## src/rtl/fetch_pkg.sv

```systemverilog
// rtl/fetch_pkg.sv - shared types and constants for the instruction fetch sequencer
package fetch_pkg;

    typedef enum logic [1:0] {
        IDLE  = 2'd0,
        FETCH = 2'd1,
        HOLD  = 2'd2,
        ERR   = 2'd3
    } fetch_state_e;

    localparam logic [31:0] PC_INC           = 32'd4;
    localparam int          JUMP_HI_BITS     = 4;
    localparam logic [31:0] RESET_PC_DEFAULT = 32'h0000_0000;

endpackage

```

## src/rtl/next_pc_calc.sv

```systemverilog
// rtl/next_pc_calc.sv - combinational next-PC selection: branch over jump over pc+4
module next_pc_calc
    import fetch_pkg::*;
(
    input  logic [31:0] pc,
    input  logic        branch,
    input  logic        zero,
    input  logic        jump,
    input  logic [15:0] br_imm,
    input  logic [25:0] j_target,
    output logic [31:0] next_pc
);

    logic [31:0] pc4;
    logic [31:0] br_dest;
    logic [31:0] j_dest;

    assign pc4     = pc + PC_INC;
    assign br_dest = pc4 + {{14{br_imm[15]}}, br_imm, 2'b00};
    // Jump keeps the region bits of the sequential PC.
    assign j_dest  = {pc4[31:32-JUMP_HI_BITS], j_target, 2'b00};

    always_comb begin
        next_pc = pc4;
        if (branch && zero) begin
            next_pc = br_dest;
        end else if (jump) begin
            next_pc = j_dest;
        end
    end

endmodule

```

## src/rtl/fetch_sequencer.sv

```systemverilog
// rtl/fetch_sequencer.sv - PC owner and req/ack fetch FSM with watchdog
// Optional FETCH_PERF_EN adds fetch and stall performance counters.
module fetch_sequencer
    import fetch_pkg::*;
#(
    parameter int          ADDR_W   = 32,
    parameter logic [31:0] RESET_PC = RESET_PC_DEFAULT,
    parameter int          MAX_WAIT = 15
) (
    input  logic              clk,
    input  logic              rst_n,
    output logic              imem_req,
    output logic [ADDR_W-1:0] imem_addr,
    input  logic              imem_ack,
    input  logic [31:0]       imem_rdata,
    output logic [31:0]       instr,
    output logic              instr_valid,
    input  logic              stall,
    input  logic              branch,
    input  logic              zero,
    input  logic              jump,
    input  logic [15:0]       br_imm,
    input  logic [25:0]       j_target,
    output logic [ADDR_W-1:0] pc,
`ifdef FETCH_PERF_EN
    output logic [31:0]       perf_fetch_cnt,
    output logic [31:0]       perf_stall_cnt,
`endif
    output logic              fetch_err
);

    localparam int WCNT_W = $clog2(MAX_WAIT + 1);

    fetch_state_e      state_q, state_d;
    logic [31:0]       pc_q, pc_d;
    logic [31:0]       instr_q, instr_d;
    logic [WCNT_W-1:0] wait_cnt_q, wait_cnt_d;
    logic [31:0]       next_pc;

    next_pc_calc u_next_pc (
        .pc       (pc_q),
        .branch   (branch),
        .zero     (zero),
        .jump     (jump),
        .br_imm   (br_imm),
        .j_target (j_target),
        .next_pc  (next_pc)
    );

    always_ff @(posedge clk or negedge rst_n) begin
        if (!rst_n) begin
            state_q    <= IDLE;
            pc_q       <= RESET_PC;
            instr_q    <= 32'd0;
            wait_cnt_q <= '0;
        end else begin
            state_q    <= state_d;
            pc_q       <= pc_d;
            instr_q    <= instr_d;
            wait_cnt_q <= wait_cnt_d;
        end
    end

    always_comb begin
        state_d    = state_q;
        pc_d       = pc_q;
        instr_d    = instr_q;
        wait_cnt_d = wait_cnt_q;
        case (state_q)
            IDLE: begin
                state_d = FETCH;
            end
            FETCH: begin
                if (imem_ack) begin
                    instr_d    = imem_rdata;
                    wait_cnt_d = '0;
                    state_d    = HOLD;
                end else begin
                    wait_cnt_d = wait_cnt_q + WCNT_W'(1);
                    // Counter reaches MAX_WAIT on this edge: req was high MAX_WAIT cycles.
                    if (wait_cnt_q == WCNT_W'(MAX_WAIT - 1)) begin
                        state_d = ERR;
                    end
                end
            end
            HOLD: begin
                if (!stall) begin
                    pc_d    = next_pc;
                    state_d = FETCH;
                end
            end
            ERR: begin
                state_d = ERR;
            end
            default: begin
                state_d = IDLE;
            end
        endcase
    end

    // Outputs decode from registered state so reset drops them asynchronously.
    assign imem_req    = (state_q == FETCH);
    assign imem_addr   = pc_q;
    assign instr       = instr_q;
    assign instr_valid = (state_q == HOLD);
    assign pc          = pc_q;
    assign fetch_err   = (state_q == ERR);

`ifdef FETCH_PERF_EN
    logic [31:0] perf_fetch_q, perf_stall_q;

    always_ff @(posedge clk or negedge rst_n) begin
        if (!rst_n) begin
            perf_fetch_q <= 32'd0;
            perf_stall_q <= 32'd0;
        end else begin
            if (state_q == FETCH && imem_ack) begin
                perf_fetch_q <= perf_fetch_q + 32'd1;
            end
            if (state_q == HOLD && stall) begin
                perf_stall_q <= perf_stall_q + 32'd1;
            end
        end
    end

    assign perf_fetch_cnt = perf_fetch_q;
    assign perf_stall_cnt = perf_stall_q;
`endif

endmodule

```

## config.mk

```make
export PLATFORM = sky130hd
export DESIGN_NAME = fetch_sequencer
export DESIGN_NICKNAME = d
export VERILOG_FILES = /design/src/rtl/fetch_pkg.sv /design/src/rtl/next_pc_calc.sv /design/src/rtl/fetch_sequencer.sv
export SDC_FILE = /design/constraint.sdc
export NUM_CORES = 1
export LEC_CHECK = 0
export ABC_AREA = 1
export CAP_MARGIN = 20
export CORE_MARGIN = 4
export CORE_UTILIZATION = 41
export DETAILED_ROUTE_END_ITERATION = 16
export PLACE_DENSITY = 0.72
export RECOVER_POWER = 100
export SLEW_MARGIN = 15
export SYNTH_ARGS = -nofsm -noshare
export SYNTH_HDL_FRONTEND = slang
export SYNTH_HIERARCHICAL = 1
export SYNTH_SLANG_ARGS = --single-unit
```

## constraint.sdc

```tcl
create_clock -name clk -period 5.9 [get_ports clk]
set_input_delay 1.475 -clock clk [delete_from_list [all_inputs] [get_ports clk]]
set_output_delay 1.475 -clock clk [all_outputs]
set_load 0.01 [all_outputs]
```

==> results.toml <==
[setup_path]
critical_path.max_fanout = 26
worstSetupPathType = "in -> reg"
worst_setup_path_start_kind = "primary input"
cp_data_required_time_ns = 6.16
timing.critical_path.to_type = "flop"
worst_ep_arrival_time_ns = 4.96

[global_route]
overflow = 0
grt_antenna_before_repair = 0
global_route.usage.total = 0.235
grt_pass1_wl_um = 33900
grt_start_max_net_pins = 71
vias_in_the_first_global_route = 6630

[cts]
cts-root-buf = "sky130_fd_sc_hd__clkbuf_16"
cts.reportedPaths.clkPinSlew_ns = 0.06
cts.hold.buffers_added = 0
cts_buffer_depth = 2
clk-insertion-delay-late_ns = 0.33
ctsHtreeMaxLevel = 3
cts_setup_buffers = 0
tritoncts.num_buffers = 9
cts_sinks = 70
cts.repair.resized = 0
tritoncts_clock_tree = "yes"

[yosys]
synth-warning-count = 6
synth_seq_cells = 70
netlist_instances = 1025
synth_ff_type = "sky130_fd_sc_hd__dfrtp_1"
mappedNetlistNets = 1146
postSynth.asyncResetShare = 1.00
yosysUniqueCellTypes = 41
post_synth_most_frequent_cells = "387 x sky130_fd_sc_hd__nand2_1, 110 x sky130_fd_sc_hd__nand3_1, 105 x sky130_fd_sc_hd__inv_1, 75 x sky130_fd_sc_hd__nor2_1, 70 x sky130_fd_sc_hd__dfrtp_1"
post_synthesis_instance_area_um2 = 6530
post_synth_main_area_contributors = "sky130_fd_sc_hd__dfrtp_1 27%, sky130_fd_sc_hd__nand2_1 22%, sky130_fd_sc_hd__nand3_1 8.4%, sky130_fd_sc_hd__ha_1 7.5%, sky130_fd_sc_hd__inv_1 6.0%"
synth-seq-area-share = 0.268
yosys.cell_count.top_type = "sky130_fd_sc_hd__nand2_1"
synthDominantCellAreaShare = 0.268
synth.largest_area_cell = "sky130_fd_sc_hd__dfrtp_1"
syn-mean-instance-area_um2 = 6.37
synth_edf_count = 0

[sta]
fin_tns_setup_ns = 0
rsz0062_at_grt = "no"
final.min_clock_period_ns = 4.70
count_of_pins_over_their_slew_limit = 71
relative_slew_slack = -0.120
part_of_the_cycle_the_worst_path_needs = 0.796
report.final.setup_viol = 0
fin_skew_ns = 0.00931
setup_slack_ns = 1.20
max_slew.worst_pin.slew_ns = 1.68
finalHoldViolations = 0
max_clock_freq_ghz = 0.213

[detailed_routing]
number_of_design_rule_violations_left_by_the_first_detailed_router_iteration = 607
drtAntennaViolNets = 0
drtPass1Iterations = 5
drt-vias-per-instance = 5.11
wirelength_um = 21600
detail_route.drc_violations = 0
post_drt_wl_per_cell_um = 15.6
num_vias = 7049

[power_and_ir_drop]
pwr-share-clk = 0.151
comb_power_share = 0.602
ir_drop_mv = 0.283
swShare = 0.479
switching_power_w = 0.00187
p_int_w = 0.00203
power-per-cell-area_nw_per_um2 = 456
sequentialPowerShare = 0.247
static-leakage-power_nw = 4.54

[final_layout]
finish.net_count = 1284
num-fill-cells = 1550
layout-area-overhead-vs-synth_pct = 31.1
multi_input_comb_area_um2 = 3980
end_of_flow_core_utilization = 0.557
final_area_um2 = 8560
share_of_cells_above_drive_strength_1 = 0.0471
seq_area_um2 = 1750
antenna_cells = 0

[floorplan]
coreArea_um2 = 15400
die_y_um = 134
die_w_um = 134
floorplan.die_area_um2 = 18000
fp-row-count = 45
io_pins = 180
initial_core_utilization = 0.425

[placement]
placement.setup.worst_slack_ns = 1.61
gp_congestion = 0.933
dp.final_hpwl_um = 16600
dpl_cell_area_um2 = 8250
buffer_ports.inserted = 179

[run_status]
status = "finished with violations"
failing_checks = "max-capacitance violations, max-slew violations"

[hold_path]
worstHoldPathType = "reg -> reg"

[job]
max_cap_violation_count = 2
[routing by layer]
layer	vias to the layer above	GRT usage	routed length, um
met5	-	0	0
met4	0	0.0747	665
met3	41	0.0465	1510
met2	271	0.384	9990
met1	3215	0.315	9410
li1	3522	-	-
[per-stage QoR]
| step | hold WS, ns | total power (W) | std cells |
|---|---|---|---|
| 2_1_floorplan | 0.504 | 0.00244 | 1025 |
| 3_3_place_gp | 0.453 | 0.00341 | 1363 |
| 3_5_place_dp | 0.457 | 0.00342 | 1363 |
| 4_1_cts | 0.472 | 0.00403 | 1379 |
| 5_1_grt | 0.477 | 0.00423 | 1379 |
| 6_report | 0.462 | 0.00390 | 1379 |
[critical path, cell delays in order]
cell and delay (ns):
sky130_fd_sc_hd__clkdlybuf4s50_1 0.39, sky130_fd_sc_hd__nand2_1 0.53, sky130_fd_sc_hd__inv_1 0.66, sky130_fd_sc_hd__nor2_1 0.23, sky130_fd_sc_hd__clkbuf_1 0.92, sky130_fd_sc_hd__nand2_1 0.20
sky130_fd_sc_hd__a21boi_0 0.20, sky130_fd_sc_hd__nand2_1 0.11, sky130_fd_sc_hd__nand3_1 0.08, sky130_fd_sc_hd__nand2_1 0.13
[final cells by class]
type | instances | share of cell area
Tap cell | 211 | 0.0309
Clock buffer | 9 | 0.0263
Multi-Input combinational cell | 787 | 0.465
Inverter | 110 | 0.0483
Sequential cell | 70 | 0.205
Clock inverter | 7 | 0.0114
Timing Repair Buffer | 185 | 0.213
[flip-flops by register name, summed over array words and instances (netlist names)]
signal      count
imem_addr      32
instr          32
wait_cnt_q      4
state_q         2
[layout by cell type (no fill, tap or decap), drive strengths merged]
cell             n
nand2          398
clkdlybuf4s50   79
nand3b           6
a21boi           4
xor2            13
ha              39
xnor2           10
nand4            8
fa               1
o211ai           2
nor4             4
inv            109
nor3b            1
a22oi           16
clkbuf          12
dfrtp           70
nor3             8
clkinvlp         2
o21ai           27
a21o             1
a21oi           39
bufinv           2
and2             2
nor2            87
clkinv           4
o21bai           6
nand3          113
or2              2
buf              4
dlygate4sd3     99
[power groups by stage]
stage | logic (W) | registers (W) | clock network, W
5_1_grt | 0.00261 | 0.00101 | 0.000621
3_5_place_dp | 0.00244 | 0.000980 | 0
3_3_place_gp | 0.00243 | 0.000978 | 0
4_1_cts | 0.00245 | 0.000977 | 0.000600
6_report | 0.00235 | 0.000963 | 0.000590
2_1_floorplan | 0.00143 | 0.00101 | 0
[path summary, 6_finish.rpt]
kind | slack (ns) | end | cells past startpoint | startpoint
worst max-delay path | 1.20 | imem_addr[22] | 10 | branch
worst min register to register | 0.46 | instr[29] | 2 | instr[29]
max in group asynchronous | 4.03 | imem_addr[11] | 1 | rst_n
worst min-delay path | 0.46 | instr[29] | 2 | instr[29]
worst max register to register | 2.39 | imem_addr[28] | 17 | imem_addr[18]
min in group asynchronous | 1.29 | instr[4] | 1 | rst_n
[logic make-up (layout without fill, tap and decap cells)]
logic type	Yosys count	in the layout	share of synthesized area
flip-flops	70	70	0.268
buffers and inverters	168	311	0.120
adder cells (fa/ha/maj)	40	40	0.0778
XOR/XNOR	23	23	0.0355
AO/OA/AOI/OAI	95	95	0.0840
AND/OR/NAND/NOR	629	629	0.414
Power figures use the tool's default switching activity.
